File: src/rtl/fifo_wr_arbiter.sv
// fifo_wr_arbiter: round-robin arbiter sharing one FIFO write port among producers
module fifo_wr_arbiter #(
  parameter int FIFO_WIDTH = 16,
  parameter int NUM_REQ    = 4,
  parameter int CNT_WIDTH  = 8
) (
  input  logic                            clk,
  input  logic                            rst_n,
  input  logic [NUM_REQ-1:0]              req_valid,
  input  logic [NUM_REQ*FIFO_WIDTH-1:0]   req_data,
  output logic [NUM_REQ-1:0]              req_ready,
  input  logic                            pause,
  input  logic                            err_clr,
  output logic [FIFO_WIDTH-1:0]           data_in,
  output logic                            wr_en,
  input  logic                            full,
  input  logic                            almostfull,
  input  logic                            wr_ack,
  input  logic                            overflow,
  output logic [$clog2(NUM_REQ)-1:0]      grant_id,
  output logic [1:0]                      state,
  output logic                            ack_err,
  output logic [CNT_WIDTH-1:0]            accept_cnt
);
  localparam int IDW = $clog2(NUM_REQ);
  localparam logic [1:0] RUN    = 2'b00;
  localparam logic [1:0] PAUSED = 2'b01;
  localparam logic [1:0] ERROR  = 2'b10;
  logic [IDW-1:0] rr_last, gnt_idx, idx;
  logic found, can_issue, grant, pending_ack, err_cond;
  // an in-flight write counts against the last free slot, so almostfull blocks it
  assign can_issue = rst_n & (state == RUN) & ~pause & ~full & ~(almostfull & wr_en);
  assign grant     = |req_ready;
  assign err_cond  = (pending_ack & ~wr_ack) | overflow;
  // Round-robin search starting just after the last granted requester
  always_comb begin
    found   = 1'b0;
    gnt_idx = '0;
    idx     = '0;
    for (int k = 1; k <= NUM_REQ; k++) begin
      idx = IDW'((int'(rr_last) + k) % NUM_REQ);
      if (!found && req_valid[idx]) begin
        found   = 1'b1;
        gnt_idx = idx;
      end
    end
    req_ready = (can_issue & found) ? NUM_REQ'(1) << gnt_idx : '0;
  end
  // Registered write port, round-robin pointer and saturating accept counter
  always_ff @(posedge clk or negedge rst_n) begin
    if (!rst_n) begin
      wr_en       <= 1'b0;
      data_in     <= '0;
      grant_id    <= '0;
      rr_last     <= IDW'(NUM_REQ - 1);
      accept_cnt  <= '0;
      pending_ack <= 1'b0;
    end else begin
      wr_en       <= grant;
      pending_ack <= wr_en;
      if (grant) begin
        data_in    <= req_data[gnt_idx*FIFO_WIDTH +: FIFO_WIDTH];
        grant_id   <= gnt_idx;
        rr_last    <= gnt_idx;
        accept_cnt <= (&accept_cnt) ? accept_cnt : accept_cnt + 1'b1;
      end
    end
  end
  // Control FSM: a fresh error beats both err_clr and pause
  always_ff @(posedge clk or negedge rst_n) begin
    if (!rst_n) begin
      state   <= RUN;
      ack_err <= 1'b0;
    end else begin
      state   <= err_cond ? ERROR : (state == ERROR) ? (err_clr ? RUN : ERROR) : (pause ? PAUSED : RUN);
      ack_err <= err_cond | (ack_err & ~((state == ERROR) & err_clr));
    end
  end
endmodule

File: config.mk
export PLATFORM = sky130hd
export DESIGN_NAME = fifo_wr_arbiter
export DESIGN_NICKNAME = d
export VERILOG_FILES = /design/src/rtl/fifo_wr_arbiter.sv
export SDC_FILE = /design/constraint.sdc
export NUM_CORES = 1
export LEC_CHECK = 0
export BUFFER_PORTS_ARGS = -buffer_cell sky130_fd_sc_hd__buf_2
export CELL_PAD_IN_SITES_DETAIL_PLACEMENT = 1
export CELL_PAD_IN_SITES_GLOBAL_PLACEMENT = 2
export CORE_MARGIN = 1
export CORE_UTILIZATION = 26
export CTS_CLUSTER_SIZE = 40
export DETAILED_ROUTE_END_ITERATION = 10
export PLACE_DENSITY_LB_ADDON = 0.1
export SLEW_MARGIN = 20
export SYNTH_ARGS = -nofsm -noshare
export SYNTH_HDL_FRONTEND = slang
export SYNTH_SLANG_ARGS = --single-unit
export TNS_END_PERCENT = 1
File: constraint.sdc
create_clock -name clk -period 1.9 [get_ports clk]
set_input_delay 0.38 -clock clk [delete_from_list [all_inputs] [get_ports clk]]
set_output_delay 0.38 -clock clk [all_outputs]
set_load 0.01 [all_outputs]
==> results.sh, run 1 <==
export IMPL_design_area_mm2=0.002925
export IMPL_critPathLaunchType="flop"
export IMPL_io_buffers=109
export IMPL_rsz0062_at_grt="true"
export IMPL_yosysTopAreaCellShare_pct=38.77
export IMPL_p_sw_share_pct=35.09
export IMPL_critPathKind="reg -> out"
export IMPL_syn_num_nets=260
export IMPL_violations="setup timing"
export IMPL_finalCritPeriodShare_pct=110.1
export IMPL_clk_path_buf_depth=2
export IMPL_finClkSkew_ns=0.003660
export IMPL_p_comb_share_pct=45.4
export IMPL_synth_seq_cells=33
export IMPL_cp_max_fo=3
export IMPL_ys_types=40
export IMPL_root_buffer="clkbuf_8"
export IMPL_ys_seq_area_share_pct=41.40
export IMPL_end_kind="output port"
export IMPL_dp_slack_ns=-0.05991
export IMPL_ant_nets=0
export IMPL_cts_tree="done"
export IMPL_drc=0
export IMPL_clk_pin_slew_ns=0.07
export IMPL_core_area_mm2=0.007331
export IMPL_dpl_instance_area_mm2=0.002709
export IMPL_h_tree_depth=2
export IMPL_place_detailed_hpwl_um=4181
export IMPL_p_switching_w=0.001049
export IMPL_synth_edf_count=0
export IMPL_die_y_um=89.72
export IMPL_cts_buffers=5
export IMPL_p_leak_nw=1.558
export IMPL_synth_top_flop_cell="dfrtp_1"
export IMPL_relSlewSlack_pct=70.27
export IMPL_cp_arrival_ns=1.71
export IMPL_seq_power_share_pct=34.7
export IMPL_synthCells=183
export IMPL_power_share_clock_pct=19.9
export IMPL_vias=1822
export IMPL_netlist_top_cells_area="dfrtp_1 (39%), mux2i_1 (16%), mux2_2 (9.0%), o21ai_2 (7.0%), nand2_1 (3.6%)"
export IMPL_fmax_mhz=478.1
export IMPL_cap_violations=0
export IMPL_worst_slew_pin_slew_ns=0.4459
export IMPL_clock_latency_ns=0.29
export IMPL_hp_class="in -> async"
export IMPL_rows=31
export IMPL_finalSetupViolCount=4
export IMPL_ys_async_sr_fraction_pct=100.0
export IMPL_grt_pass1_vias=1963
export IMPL_ys_warn_count=0
export IMPL_drv_slew=0
export IMPL_initial_core_util_pct=27.29
export IMPL_syn_to_final_growth_pct=46.22
export IMPL_grt_ovfl_total=0
export IMPL_drive_above_1_share_pct=59.55
export IMPL_antenna_cells=0
export IMPL_p_int_w=0.001940
export IMPL_drt_pass1_iterations=2
export IMPL_ioPinCount=110
export IMPL_gp_congestion=0.7027
export IMPL_layout_nets=385
export IMPL_die_area_mm2=0.008050
export IMPL_fp_dieW_um=89.72
export IMPL_synth_area_mm2=0.002001
export IMPL_hold_violations=0
export IMPL_vias_per_cell=4.466
export IMPL_period_minus_slack_ns=2.092
export IMPL_worstPathRequired_ns=1.52
export IMPL_grt_max_degree=34
export IMPL_synth_largest_area_cell="dfrtp_1"
export IMPL_avgSynthCellArea_um2=10.93
export IMPL_routed_wl_um=5412
export IMPL_cts_sinks=33
export IMPL_crit_chain="buf_6 > nor3b_2 > a211oi_4 > nor2b_4 > nor2b_2 > buf_2"
export IMPL_crit_path_top_delay_cell="dfstp_2"
export IMPL_drt_iter0_markers=41
export IMPL_grt_pass1_wl_um=9397
export IMPL_avgRoutedWirePerCell_um=13.26
export IMPL_slowest_delay_ns=0.56
export IMPL_setup_slack_ns=-0.1916
export IMPL_globalRouteTotalUtil_pct=14.75
export IMPL_power_density_mw_per_mm2=1022
export IMPL_outcome="finished, violations left"
export IMPL_ir_drop_mv=0.2858
export IMPL_antenna_found_initial=0
==> layer usage <==
layer / vias to the layer above / GRT usage, % / wire [µm]
met5: - / 0 / 0
met3: 8 / 5.584 / 371
met4: 0 / 4.098 / 87
met1: 849 / 17.97 / 2395
met2: 63 / 24.29 / 2558
li1: 902 / - / -
==> final cells by class <==
| cell class | instances | area [µm²] |
|---|---|---|
| Fill cell | 867 | 4405 |
| Multi-Input combinational cell | 135 | 1139 |
| Sequential cell | 33 | 828.3 |
| Timing Repair Buffer | 128 | 714.4 |
| Tap cell | 99 | 123.9 |
| Clock buffer | 7 | 96.34 |
| Inverter | 5 | 18.77 |
| Clock inverter | 1 | 5.005 |
==> synthesized netlist by cell type (all sizes together), types with 2 or more instances <==
| cell | count |
|---|---|
| nor2 | 6 |
| a21o | 2 |
| xnor2 | 4 |
| nand2b | 3 |
| buf | 10 |
| dfrtp | 31 |
| nand2 | 19 |
| xor2 | 2 |
| nor3 | 2 |
| o21ai | 19 |
| nor3b | 2 |
| nor2b | 2 |
| dfstp | 2 |
| nand3 | 5 |
| mux2i | 32 |
| a21oi | 6 |
| inv | 5 |
| and3 | 2 |
| mux2 | 17 |
==> sequential cells by signal, summed over array words and instances (netlist names) <==
register	cells
accept_cnt	8
ack_err	1
data_in	16
grant_id	2
pending_ack	1
rr_last	2
state	2
wr_en	1
==> cell families (layout without fill, tap and decap cells) <==
| kind of cell | count (synthesis) | count (layout) | synth area share, % |
|---|---|---|---|
| AO/OA/AOI/OAI | 32 | 32 | 12.51 |
| adder cells (fa/ha/maj) | 1 | 1 | 0.6253 |
| buffers and inverters | 15 | 141 | 5.753 |
| AND/OR/NAND/NOR | 47 | 47 | 11.51 |
| flip-flops | 33 | 33 | 41.40 |
| XOR/XNOR | 6 | 6 | 2.627 |
| multiplexers | 49 | 49 | 25.58 |
==> repair_timing <==
action | CTS | global route
pin swaps | 4 | 4
resized for setup | 12 | 7
endpoints found under the setup margin | 4 | 19
hold buffers | 0 | 0
buffers inserted | 3 | 0
==> cell usage in the layout (no fill, tap or decap), drive strengths merged, types with 2 or more instances in the layout <==
master,synthesis,layout
buf,10,128
nand3,5,5
dfrtp,31,31
nor3b,2,2
nor2b,2,2
o21ai,19,19
mux2i,32,32
xor2,2,2
clkbuf,0,7
mux2,17,17
and3,2,2
a21o,2,2
nor3,2,2
a21oi,6,6
nand2b,3,3
nand2,19,19
nor2,6,6
dfstp,2,2
xnor2,4,4
inv,5,5
==> worst paths after layout <==
check	depth (start not counted)	start	slack (ns)	to
worst min register to register	0	wr_en$_DFF_PN0_	0.41	pending_ack$_DFF_PN0_
worst max-delay path	6	rr_last[0]$_DFFE_PN1P_	-0.19	req_ready[2]
worst max register to register	7	rr_last[0]$_DFFE_PN1P_	0.06	data_in[14]$_DFFE_PN0P_
min in group clk	3	overflow	0.31	ack_err$_DFF_PN0_
worst min-delay path	2	rst_n	0.14	state[0]$_DFF_PN0_
max in group asynchronous	2	rst_n	1.42	rr_last[1]$_DFFE_PN1P_
==> power by group through the flow <==
| stage | Clock, W | Combinational [W] | Sequential, W |
|---|---|---|---|
| 2_1_floorplan | 0 | 0.000808 | 0.00113 |
| 3_3_place_gp | 0 | 0.00130 | 0.00104 |
| 5_1_grt | 0.000649 | 0.00149 | 0.00108 |
| 3_5_place_dp | 0 | 0.00131 | 0.00105 |
| 4_1_cts | 0.000630 | 0.00136 | 0.00104 |
| 6_report | 0.000594 | 0.00136 | 0.00104 |
==> metrics by stage <==
stage / hold slack (ns) / setup TNS, ns / power (W) / util [%] / cells
floorplan: 0.08441 / 0 / 0.001938 / - / 183
global placement: 0.4007 / -0.6942 / 0.002341 / 36.95 / 397
detailed placement: 0.4019 / -0.8280 / 0.002360 / 36.95 / 397
CTS: 0.1526 / -0.7478 / 0.003035 / 39.41 / 408
global route: 0.1841 / -1.432 / 0.003216 / 39.90 / 408
finish: 0.1352 / -0.7422 / 0.002990 / 39.90 / 408
==> worst max-delay path: cells and delay by family, from the launching register on <==
family                 cells  cell delay (ns)
AO/OA/AOI/OAI              1             0.24
buffers and inverters      2             0.23
flip-flops                 1             0.56
AND/OR/NAND/NOR            3             0.41
Note: power is estimated with default switching activity, not from simulation.
==> run 2, diff against run 1 <==
CORE_ASPECT_RATIO = 0.5   (was not set)
CORE_MARGIN = 2   (was 1)
==> run 2 against run 1 <==
The run still ends with setup timing left. Critical endpoint is now req_ready[0]. Worst setup slack better by 0.010 ns. Count of clock-buffer cells in the layout up 1. Largest power group unchanged. Sequential power about the same.
==> results.sh, run 2 (synthesis gave the netlist of run 1 again) <==
export IMPL_largest_reg_flops=16
export IMPL_worst_slew_pin_slew_ns=0.4409
export IMPL_ant_nets=0
export IMPL_cp_num_buf_inv=2
export IMPL_routed_wl_um=5517
export IMPL_ioPinCount=110
export IMPL_p_switching_w=0.001061
export IMPL_worstPathRequired_ns=1.52
export IMPL_critPathLaunchType="flop"
export IMPL_crit_path_top_delay_cell="dfstp_2"
export IMPL_cts_hold_buf=0
export IMPL_root_buffer="clkbuf_16"
export IMPL_dp_slack_ns=-0.07073
export IMPL_p_sw_share_pct=32.73
export IMPL_period_minus_slack_ns=2.082
export IMPL_globalRouteTotalUtil_pct=13.67
export IMPL_syn_to_final_growth_pct=48.22
export IMPL_cap_violations=0
export IMPL_cts_buffers=5
export IMPL_vias=1862
export IMPL_mostFrequentLayoutCell="buf_2"
export IMPL_h_tree_depth=2
export IMPL_setup_slack_ns=-0.1816
export IMPL_rsz0062_at_grt="true"
export IMPL_dpl_cell_count=398
export IMPL_cp_max_fo=5
export IMPL_rows=22
export IMPL_final_cell_mix="buf_2 (109), mux2i_1 (32), dfrtp_1 (31), buf_4 (20), nand2_1 (19)"
export IMPL_finClkSkew_ns=0.004443
export IMPL_clk_pin_slew_ns=0.05
export IMPL_multiInputGateArea_mm2=0.001105
export IMPL_drv_slew=0
export IMPL_worstReg2RegStart="rr_last[0]$_DFFE_PN1P_"
export IMPL_grt_max_degree=34
export IMPL_finalSetupViolCount=4
export IMPL_drive_above_1_share_pct=58.15
export IMPL_crit_chain="buf_6 > or2b_1 > a21oi_1 > a211o_1 > nor3_1 > buf_2"
export IMPL_grt_ovfl_total=0
export IMPL_gp_congestion=0.7756
export IMPL_path_delay_family="flip-flops"
export IMPL_drt_iter0_markers=31
export IMPL_fmax_mhz=480.4
export IMPL_cp_arrival_ns=1.70
export IMPL_cts_tree="done"
export IMPL_violations="setup timing"
export IMPL_p_leak_nw=1.592
export IMPL_outcome="finished, violations left"
export IMPL_stdcell_count=409
export IMPL_startpoint="rr_last[0]$_DFFE_PN1P_"
export IMPL_die_y_um=66.03
export IMPL_p_comb_share_pct=43.1
export IMPL_ir_drop_mv=0.4577
export IMPL_avgRoutedWirePerCell_um=13.49
export IMPL_r2r_end="data_in[11]$_DFFE_PN0P_"
export IMPL_io_buffers=109
export IMPL_antenna_found_initial=0
export IMPL_slowest_delay_ns=0.54
export IMPL_cp_num_cells=6
export IMPL_n_fill_cell=865
export IMPL_clock_latency_ns=0.28
export IMPL_cts_sinks=33
export IMPL_critPathKind="reg -> out"
export IMPL_regArea_um2=828.3
export IMPL_vias_per_cell=4.553
export IMPL_finalCritPeriodShare_pct=109.6
export IMPL_drc=0
export IMPL_grt_pass1_wl_um=8983
export IMPL_power_share_clock_pct=24.9
export IMPL_endpoint="req_ready[0]"
export IMPL_p_int_w=0.002182
export IMPL_hold_violations=0
export IMPL_ff2ff_setup_slack_ns=0.02
export IMPL_reg_top3="data_in (16), accept_cnt (8)"
export IMPL_largest_register="data_in"
export IMPL_place_detailed_hpwl_um=4402
export IMPL_power_density_mw_per_mm2=1094
export IMPL_antenna_cells=0
export IMPL_relSlewSlack_pct=70.61
export IMPL_core_area_mm2=0.007405
export IMPL_clk_path_buf_depth=2
export IMPL_drt_pass1_iterations=4
export IMPL_initial_core_util_pct=27.02
export IMPL_fp_dieW_um=128.1
export IMPL_end_kind="output port"
export IMPL_seq_power_share_pct=32.0
export IMPL_grt_pass1_vias=1920
export IMPL_die_area_mm2=0.008455
export IMPL_layout_nets=389
export IMPL_hp_class="in -> async"
export IMPL_worstRegToRegCells=8
## run 2: final cells by class
type / count / share of cell area (%)
Multi-Input combinational cell: 135 / 37.26
Sequential cell: 33 / 27.93
Timing Repair Buffer: 132 / 25.19
Clock buffer: 8 / 4.937
Tap cell: 96 / 4.051
Inverter: 5 / 0.6329
## run 2: power by group through the flow
stage	Combinational, W	Clock, W	Sequential, W
floorplan	0.000808	0	0.00113
global placement	0.00134	0	0.00104
detailed placement	0.00137	0	0.00105
CTS	0.00143	0.000836	0.00105
global route	0.00154	0.000879	0.00107
finish	0.00140	0.000807	0.00104
## run 2: how the worst min path moves through the flow
stage                          from                         to  cells after the start
finish                        rst_n  accept_cnt[0]$_DFFE_PN0P_                      2
global route                  rst_n         state[0]$_DFF_PN0_                      2
CTS                           rst_n  accept_cnt[5]$_DFFE_PN0P_                      2
detailed placement  wr_en$_DFF_PN0_      pending_ack$_DFF_PN0_                      0
global placement    wr_en$_DFF_PN0_      pending_ack$_DFF_PN0_                      0
floorplan                     rst_n  accept_cnt[0]$_DFFE_PN0P_                      0
## run 2: metal layers
layer | vias to the layer above | track usage, % | wire length [µm]
met1 | 886 | 16.25 | 2386
met4 | 0 | 3.159 | 48
met5 | - | 0 | 0
met2 | 57 | 24.33 | 2711
li1 | 913 | - | -
met3 | 6 | 4.450 | 371
## run 2: repair_timing
| item | in CTS | in global routing |
|---|---|---|
| pin swaps | 3 | 1 |
| setup endpoints to repair | 5 | 23 |
| resized for setup | 9 | 1 |
| buffers inserted | 3 | 0 |
## run 2: metrics by stage
step | total power (W) | utilization [%] | hold slack [ns] | cell area, µm² | TNS [ns]
2_1_floorplan | 0.001938 | - | 0.08441 | 2003 | 0
3_3_place_gp | 0.002373 | 37.11 | 0.4051 | 2748 | -0.4819
3_5_place_dp | 0.002419 | 37.11 | 0.4001 | 2748 | -0.7711
4_1_cts | 0.003313 | 39.96 | 0.1999 | 2959 | -0.6323
5_1_grt | 0.003494 | 40.05 | 0.2241 | 2965 | -1.474
6_report | 0.003243 | 40.05 | 0.1807 | 2965 | -0.5709
